==> src/rtl/riscv_wb_arbiter.sv <==
// Writeback arbiter: execute vs. memory results into one register-file write port.
// Optional RISCV_WB_BYPASS_EN adds forwarding of the registered write to two read ports.
module riscv_wb_arbiter #(
  parameter int unsigned STARVE_LIMIT = 4
) (
  input  logic        clk,
  input  logic        rst,
  input  logic        exec_valid_i,
  input  logic [4:0]  exec_rd_i,
  input  logic [31:0] exec_value_i,
  output logic        exec_ready_o,
  input  logic        mem_valid_i,
  input  logic [4:0]  mem_rd_i,
  input  logic [31:0] mem_value_i,
  output logic        mem_ready_o,
  output logic [4:0]  rd0_o,
  output logic [31:0] rd0_value_o,
  output logic        starve_o
`ifdef RISCV_WB_BYPASS_EN
  ,
  input  logic [4:0]  ra0_i,
  input  logic [4:0]  rb0_i,
  input  logic [31:0] ra0_value_i,
  input  logic [31:0] rb0_value_i,
  output logic [31:0] ra0_value_o,
  output logic [31:0] rb0_value_o
`endif
);

  typedef enum logic {
    MEM_PRI,
    EXEC_PRI
  } state_t;

  localparam logic [3:0] LIMIT = 4'(STARVE_LIMIT);

  state_t     state;
  logic [3:0] starve_cnt;
  logic       exec_real;
  logic       mem_real;
  logic       grant_exec;
  logic       grant_mem;

  assign exec_real = exec_valid_i && (exec_rd_i != 5'd0);
  assign mem_real  = mem_valid_i && (mem_rd_i != 5'd0);

  always_comb begin
    grant_exec = 1'b0;
    grant_mem  = 1'b0;
    case (state)
      MEM_PRI: begin
        grant_mem  = mem_real;
        grant_exec = exec_real && !mem_real;
      end
      EXEC_PRI: begin
        grant_exec = exec_real;
        grant_mem  = mem_real && !exec_real;
      end
      default: begin
        grant_exec = 1'b0;
        grant_mem  = 1'b0;
      end
    endcase
  end

  // Null requests are absorbed immediately without using the write port.
  assign exec_ready_o = !rst &&
    (grant_exec || (exec_valid_i && exec_rd_i == 5'd0));
  assign mem_ready_o = !rst &&
    (grant_mem || (mem_valid_i && mem_rd_i == 5'd0));

  always_ff @(posedge clk) begin
    if (rst) begin
      state       <= MEM_PRI;
      starve_cnt  <= 4'd0;
      rd0_o       <= 5'd0;
      rd0_value_o <= 32'd0;
      starve_o    <= 1'b0;
    end else begin
      if (grant_exec) begin
        rd0_o       <= exec_rd_i;
        rd0_value_o <= exec_value_i;
      end else if (grant_mem) begin
        rd0_o       <= mem_rd_i;
        rd0_value_o <= mem_value_i;
      end else begin
        rd0_o       <= 5'd0;
        rd0_value_o <= 32'd0;
      end
      case (state)
        MEM_PRI: begin
          if (grant_mem && exec_real) begin
            if (starve_cnt + 4'd1 == LIMIT) begin
              state      <= EXEC_PRI;
              starve_cnt <= 4'd0;
              starve_o   <= 1'b1;
            end else begin
              starve_cnt <= starve_cnt + 4'd1;
            end
          end else begin
            starve_cnt <= 4'd0;
          end
        end
        EXEC_PRI: begin
          if (grant_exec || !exec_real) begin
            state      <= MEM_PRI;
            starve_cnt <= 4'd0;
            starve_o   <= 1'b0;
          end
        end
        default: begin
          state      <= MEM_PRI;
          starve_cnt <= 4'd0;
          starve_o   <= 1'b0;
        end
      endcase
    end
  end

`ifdef RISCV_WB_BYPASS_EN
  assign ra0_value_o = (ra0_i == rd0_o && rd0_o != 5'd0) ?
    rd0_value_o : ra0_value_i;
  assign rb0_value_o = (rb0_i == rd0_o && rd0_o != 5'd0) ?
    rd0_value_o : rb0_value_i;
`endif

endmodule

==> config.mk <==
export PLATFORM = sky130hd
export DESIGN_NAME = riscv_wb_arbiter
export DESIGN_NICKNAME = d
export VERILOG_FILES = /design/src/rtl/riscv_wb_arbiter.sv
export SDC_FILE = /design/constraint.sdc
export NUM_CORES = 1
export LEC_CHECK = 0
export ABC_AREA = 1
export CORE_MARGIN = 5
export CORE_UTILIZATION = 30
export DETAILED_ROUTE_END_ITERATION = 12
export GPL_TIMING_DRIVEN = 0
export MAX_ROUTING_LAYER = met4
export PLACE_DENSITY = 0.75
export REMOVE_ABC_BUFFERS = 1
export SYNTH_ARGS = -nofsm -noshare
export SYNTH_HDL_FRONTEND = slang
export SYNTH_SLANG_ARGS = --single-unit
==> constraint.sdc <==
create_clock -name clk -period 5.2 [get_ports clk]
set_input_delay 1.56 -clock clk [delete_from_list [all_inputs] [get_ports clk]]
set_output_delay 1.56 -clock clk [all_outputs]
set_load 0.05 [all_outputs]
# Word-level counts from Yosys, hierarchy flattened
# Cells that the tools add are included.
# op_classes
bitwise	1
addsub	1
n_reduce_logical	20
muxes	18
n_eq_ne	4
# op_table
operator	n
$mux W32	2
$mux W4	3
$logic_not A5 Y1	2
$mux W5	2
$reduce_bool A5 Y1	2
$logic_and A1 B1 Y1	9
$pmux W1 S2	4
$pmux W4 S2	1
$mux W1	6
$add A4 B1 Y4 const B	1
$eq A4 B3 Y1 const B	1
$ne A2 B2 Y1 const B	2
$logic_not A1 Y1	3
$logic_or A1 B1 Y1	3
$reduce_and A3 Y1	1
$ne A2 B1 Y1 const B	1
$not A1 Y1	1
# totals
output_inout_bits	40
word_cells	49
regBits	43

# Logic depth before layout (Yosys ltp)
# Gate-level depths: netlist (run 1).
# depth
depth_word	8
ltp_mapped	9

# Worst setup path before layout (run 1)
# OpenSTA, ideal clock, no wires.
# synth_path
path_type	input to output
start	input exec_rd_i[3]
end	output mem_ready_o
n_path_buf	1
path_slack_ns	0.756
t_arrival_ns	2.884
path_stages	6
cell_sequence	nor2_1 -> nand3_2 -> nand2_1 -> inv_2 -> buf_2 -> a31oi_1
# synth_via
elab_chain_cells	7
# synth_lines
item	line_no	rtl
start: declaration	9	input logic [4:0] exec_rd_i,
$reduce_bool A5 Y1	44	assign exec_real = exec_valid_i && (exec_rd_i != 5'd0);
$logic_and A1 B1 Y1	44	
$logic_not A1 Y1	57	grant_mem = mem_real && !exec_real;
$logic_and A1 B1 Y1	57	
$pmux W1 S2	50	case (state)
$logic_or A1 B1 Y1	70	(grant_mem || (mem_valid_i && mem_rd_i == 5'd0));
$logic_and A1 B1 Y1	69	assign mem_ready_o = !rst &&
end: declaration	15	output logic mem_ready_o,
# Every way passes these cells.

# Worst setup path in the final report (run 1)
# Same ends and word-level chain as after synthesis.

==> results of run 1 <==
[worst max-delay path, delay by kind of cell]
family | cells | cell delay (ps)
AOI/OAI and AO/OA | 1 | 180
buffers and inverters | 3 | 1030
and+or+nand+nor | 3 | 440
[cell usage after synthesis, drive strengths merged]
library cell | instances | share of area [%]
inv | 8 | 1.6
o21ai | 1 | 0.27
nand2 | 7 | 1.5
a31oi | 2 | 1.0
nor2 | 10 | 2.3
a21oi | 37 | 10
clkbuf | 4 | 0.81
dfxtp | 43 | 46
ha | 2 | 1.3
xor2 | 2 | 0.94
buf | 14 | 6.8
nand3b | 1 | 1.1
nand3 | 81 | 26
[metrics by stage]
step	total power, mW	hold slack (ps)	setup TNS, ps	cells
floorplan	0.461	488	0	194
global placement	0.570	454	-931	386
detailed placement	0.572	461	-262	386
CTS	0.767	471	0	392
global route	0.796	504	0	392
finish	0.758	463	0	392
[final cells by class]
| cell class | instances | area (sq um) | share of cell area, % |
|---|---|---|---|
| clock buffers | 6 | 72.6 | 2.37 |
| inverters | 8 | 35.0 | 1.14 |
| multi-input cells | 143 | 828 | 27.1 |
| flip-flops and latches | 43 | 861 | 28.1 |
| well taps | 75 | 93.8 | 3.06 |
| repair buffers | 117 | 1170 | 38.3 |
[worst paths after layout]
check / endpoint / slack (ps) / cells after the start
max: mem_ready_o / 440 / 7
min: starve_o / 460 / 2
max reg2reg: rd0_value_o[12] / 3860 / 4
min reg2reg: starve_o / 460 / 2
[sequential cells by signal (all words and copies together) (netlist names)]
signal / flops
starve_o: 1
state: 1
rd0_value_o: 32
starve_cnt: 4
rd0_o: 5
[metal layers]
layer / share of wire [%] / wire length [um] / track usage (%)
met3: 9.8 / 581 / 5.12
met5: 0 / 0 / -
met2: 49 / 2900 / 25.7
met4: 1.3 / 76 / 4.12
met1: 40 / 2340 / 16.6
[where the power goes]
| group | internal, mW | switching, mW |
|---|---|---|
| combinational | 0.0954 | 0.117 |
| sequential | 0.346 | 0.00448 |
| clock | 0.0897 | 0.105 |
| total | 0.531 | 0.226 |
[timing repair]
action	in CTS	in global routing
setup endpoints to repair	2	2
cloned	0	0
gates resized for setup	2	2
[logic make-up after synthesis]
family,after synthesis
simple gates,99
flops,43
compound gates,40
buf+inv,26
xor+xnor,2
fa+ha+maj,2
==> flow_summary_export.csv, run 1 <==
group,metric,value,unit
status,status,"complete, no violations",
cts,clk_pin_slew,70,ps
synthesis,synthMuxAreaShare,0,%
power_and_ir_drop,p_leak,1.19,nW
drt,drc,0,
floorplan,ios,118,
worst_setup_path,cp_data_arrival_time,3200,ps
drt,ant_nets,0,
min_path,hp-class,"reg2reg",
global_routing,grt_pass1_vias,1866,
sta,finClkSkew,4.54,ps
synthesis,ys.warnings.count,0,
cts,numCtsBuffers,5,
placed_design,io_buffers,117,
power_and_ir_drop,ir_drop,116,uV
synthesis,synth_cells,212,
synthesis,syn_avg_cell_area,8.78,sq um
sta,timing.final.crit_share,91.6,%
drt,vias,1947,
drt,dr.pass1.iters,4,
cts,cts_tree,"built",
worst_setup_path,start_kind,"input pin",
cts,cts_root_buffer,"clkbuf_8",
layout,drive_gt1_share,8.20,%
floorplan,core,5990,sq um
global_routing,grt_start_max_net_pins,41,
layout,stdcell_area,3060,sq um
synthesis,yosysSeqAreaShare,46.3,%
global_routing,overflow,0,
synthesis,ys_ff_latch,43,
synthesis,synth_compound_area_share,11.2,%
floorplan,start_util,31.1,%
worst_setup_path,startpoint,"exec_rd_i[3]",
drt,drt_iter0_drc,104,
layout,area_delta_synth_final,64.6,%
worst_setup_path,crit_path_end_kind,"primary output",
sta,rsz0062_at_grt,"false",
worst_setup_path,crit_type,"in2out",
layout,post-route-util,51.1,%
floorplan,die_y,88.8,um
sta,final_max_slew_viol_count,0,
layout,final_cell_mix,"clkdlybuf4s50_1 (114), nand3_1 (68), dfxtp_1 (43)",
synthesis,synth_top_family_by_area,"simple AND/OR/NAND/NOR gates",
floorplan,dieArea,7880,sq um
placed_design,place_area,2980,sq um
sta,min_period,4760,ps
cts,postCtsSetupBuffers,0,
drt,post_drt_via_cell_ratio,4.97,
worst_setup_path,required,3640,ps
cts,clk_latency,290,ps
sta,max_freq,210,MHz
drt,wl,5900,um
power_and_ir_drop,p_per_area,248,nW/um^2
global_routing,track_usage,15.0,%
sta,slew_headroom,50.1,%
sta,setup_viol,0,
floorplan,fp.dieW,88.8,um
worst_setup_path,critPathMaxStageDelay,440,ps
worst_setup_path,reg2reg_from,"state",
sta,hold_viol_final,0,
cts,clock-sinks,43,
global_routing,grt_pass1_wl,8920,um
sta,tightest_slew,749,ps
global_routing,antenna_found_initial,0,
floorplan,fp-row-count,28,
cts,cts_buffer_depth,2,
placed_design,dpl_worst_slack,-134,ps
cts,htreeDepth,2,
synthesis,yosys.area_share.simple,31.0,%
layout,nFillCells,585,
sta,setup_ws,435,ps
worst_setup_path,crit_chain,"clkdlybuf4s50_1, nor2_1, nand3_2, nand2_1, inv_4, a31oi_1, dlymetal6s2s_1",
flow_run,cap_violations,0,
synthesis,syn-cell-area,1860,sq um
synthesis,synthAdderAreaFrac,1.34,%
synthesis,synth_xor_area_share,0.941,%
layout,n_antenna_cell,0,
placed_design,place_hpwl,4140,um
cts,ctsHoldBuffers,0,
synthesis,ys_types,22,
layout,final_common_cell,"clkdlybuf4s50_1",
drt,post_drt_wl_per_cell,15.1,um
worst_setup_path,worstPathMaxFanout,40,
worst_setup_path,slowest_stage,"dlymetal6s2s_1",
min_path,hp-start,"starve_o",
layout,nNetsFinal,398,
placed_design,gp_congestion,0.700,
Note: power is estimated with default switching activity, not from simulation.
==> inputs of run 2 (changes only) <==
--- a/config.mk
+++ b/config.mk
@@ -9,10 +9,12 @@
 export CORE_MARGIN = 5
 export CORE_UTILIZATION = 30
 export DETAILED_ROUTE_END_ITERATION = 12
+export GPL_ROUTABILITY_DRIVEN = 0
 export GPL_TIMING_DRIVEN = 0
 export MAX_ROUTING_LAYER = met4
 export PLACE_DENSITY = 0.75
 export REMOVE_ABC_BUFFERS = 1
+export SKIP_CTS_REPAIR_TIMING = 1
 export SYNTH_ARGS = -nofsm -noshare
 export SYNTH_HDL_FRONTEND = slang
 export SYNTH_SLANG_ARGS = --single-unit
==> results of run 2 <==
No change in the layout: final DEF, timing and power equal those of run 1.
==> inputs of run 3 (changes only) <==
--- a/config.mk
+++ b/config.mk
@@ -11,7 +11,6 @@
 export DETAILED_ROUTE_END_ITERATION = 12
 export GPL_ROUTABILITY_DRIVEN = 0
 export GPL_TIMING_DRIVEN = 0
-export MAX_ROUTING_LAYER = met4
 export PLACE_DENSITY = 0.75
 export REMOVE_ABC_BUFFERS = 1
 export SKIP_CTS_REPAIR_TIMING = 1
==> run 3 against run 2 <==
  * Worst setup slack improved by 8.0 ps
  * First-iteration DRC count decreased by 11%
  * Largest cell class unchanged
  * Total power about the same
==> flow_summary_export.csv, run 3 (synthesis gave the netlist of run 1 again) <==
group,metric,value,unit
drt,drc,0,
sta,finClkSkew,3.96,ps
min_path,hp-start,"starve_o",
worst_setup_path,r2r_end,"rd0_value_o[24]",
global_routing,grt_start_max_net_pins,41,
cts,cts_tree,"built",
floorplan,start_util,31.1,%
worst_setup_path,crit_path_end_kind,"primary output",
cts,clk_latency,290,ps
layout,n_antenna_cell,0,
worst_setup_path,ff2ff_setup_slack,3870,ps
drt,post_drt_via_cell_ratio,4.95,
floorplan,dieArea,7880,sq um
drt,post_drt_wl_per_cell,14.9,um
worst_setup_path,worst-r2r-cell-count,3,
drt,dr.pass1.iters,4,
sta,final_max_slew_viol_count,0,
sta,hold_slack,462,ps
drt,drt_iter0_drc,93,
sta,tightest_slew,767,ps
layout,nNetsFinal,398,
flow_run,cap_violations,0,
floorplan,fp-row-count,28,
global_routing,grt_pass1_vias,1866,
worst_setup_path,critPathMaxStageDelay,440,ps
power_and_ir_drop,p_leak,1.19,nW
min_path,hold_depth,2,
cts,clock-sinks,43,
layout,largest_reg_flops,32,
drt,ant_nets,0,
placed_design,dpl_worst_slack,-134,ps
cts,cts_root_buffer,"clkbuf_8",
floorplan,ios,118,
placed_design,io_buffers,117,
floorplan,die_y,88.8,um
sta,min_period,4760,ps
worst_setup_path,crit_type,"in2out",
floorplan,fp.dieW,88.8,um
worst_setup_path,required,3640,ps
layout,area_delta_synth_final,64.6,%
global_routing,overflow,0,
cts,cts_buffer_depth,2,
cts,clk_pin_slew,70,ps
cts,numCtsBuffers,5,
worst_setup_path,crit_chain,"clkdlybuf4s50_1, nor2_1, nand3_2, nand2_1, inv_4, a31oi_1, dlymetal6s2s_1",
min_path,min_delay_worst_endpoint,"starve_o",
sta,setup_viol,0,
sta,max_freq,210,MHz
placed_design,place_hpwl,4140,um
global_routing,track_usage,14.6,%
layout,top_register,"rd0_value_o",
cts,htreeDepth,2,
layout,reg_top3,"rd0_value_o x32, rd0_o x5, starve_cnt x4",
layout,drive_gt1_share,8.20,%
power_and_ir_drop,ir_drop,116,uV
worst_setup_path,start_kind,"input pin",
sta,rsz0062_at_grt,"false",
global_routing,antenna_found_initial,0,
floorplan,core,5990,sq um
sta,hold_viol_final,0,
sta,setup_ws,443,ps
sta,timing.final.crit_share,91.5,%
worst_setup_path,worstPathMaxFanout,40,
power_and_ir_drop,p_per_area,247,nW/um^2
global_routing,grt_pass1_wl,8960,um
sta,slew_headroom,48.8,%
worst_setup_path,cp_data_arrival_time,3200,ps
worst_setup_path,reg2reg_from,"state",
drt,vias,1939,
status,status,"complete, no violations",
layout,final_cell_mix,"clkdlybuf4s50_1 (114), nand3_1 (68), dfxtp_1 (43)",
layout,final_common_cell,"clkdlybuf4s50_1",
drt,wl,5860,um
worst_setup_path,slowest_stage,"dlymetal6s2s_1",
min_path,hp-class,"reg2reg",
==> run 3: cell counts in the layout (fill, tap and decap cells not counted) <==
No cell type changed its count.
==> run 3: cell type report <==
cell class | count | area, sq um
well taps | 75 | 93.8
clock buffers | 6 | 72.6
fillers | 585 | 2930
multi-input cells | 143 | 828
inverters | 8 | 35.0
flip-flops and latches | 43 | 861
repair buffers | 117 | 1170
==> run 3: routing by layer <==
layer  vias up  track usage (%)  share of wire, %
li1        949                -                 -
met1       893             16.3                38
met2        87             25.8                49
met3        10             5.49                11
met4         0             4.12               1.6
met5         -                0                 0
==> run 3: worst max path at each step <==
stage / from / to / slack (ps) / depth (start not counted)
2_1_floorplan: exec_rd_i[3] / mem_ready_o / 710 / 5
4_1_cts: mem_rd_i[0] / exec_ready_o / -140 / 7
6_report: exec_rd_i[3] / mem_ready_o / 440 / 7
3_3_place_gp: rst / exec_ready_o / -470 / 5
3_5_place_dp: mem_rd_i[0] / exec_ready_o / -130 / 7
5_1_grt: exec_rd_i[1] / mem_ready_o / 310 / 7
==> run 3: worst max-delay path, delay by kind of cell <==
family / cells / cell delay [ps]
AO/OA/AOI/OAI: 1 / 170
AND/OR/NAND/NOR: 3 / 430
buffers and inverters: 3 / 1030
==> run 3: stage by stage <==
step	utilization (%)	total power, mW	std cells	setup TNS, ps	instance area [sq um]
after floorplan	-	0.461	194	0	1720
after global placement	49.8	0.570	386	-931	2980
after detailed placement	49.7	0.572	386	-262	2980
after CTS	50.9	0.767	392	-262	3050
after global routing	51.1	0.796	392	0	3060
final	51.1	0.757	392	0	3060
==> run 3: power breakdown <==
| part | switching (mW) | leakage [nW] | internal [mW] | total, mW |
|---|---|---|---|---|
| registers | 0.00451 | 0.354 | 0.346 | 0.351 |
| clock network | 0.105 | 0.0371 | 0.0896 | 0.194 |
| logic | 0.116 | 0.795 | 0.0954 | 0.212 |
| total | 0.226 | 1.19 | 0.531 | 0.757 |
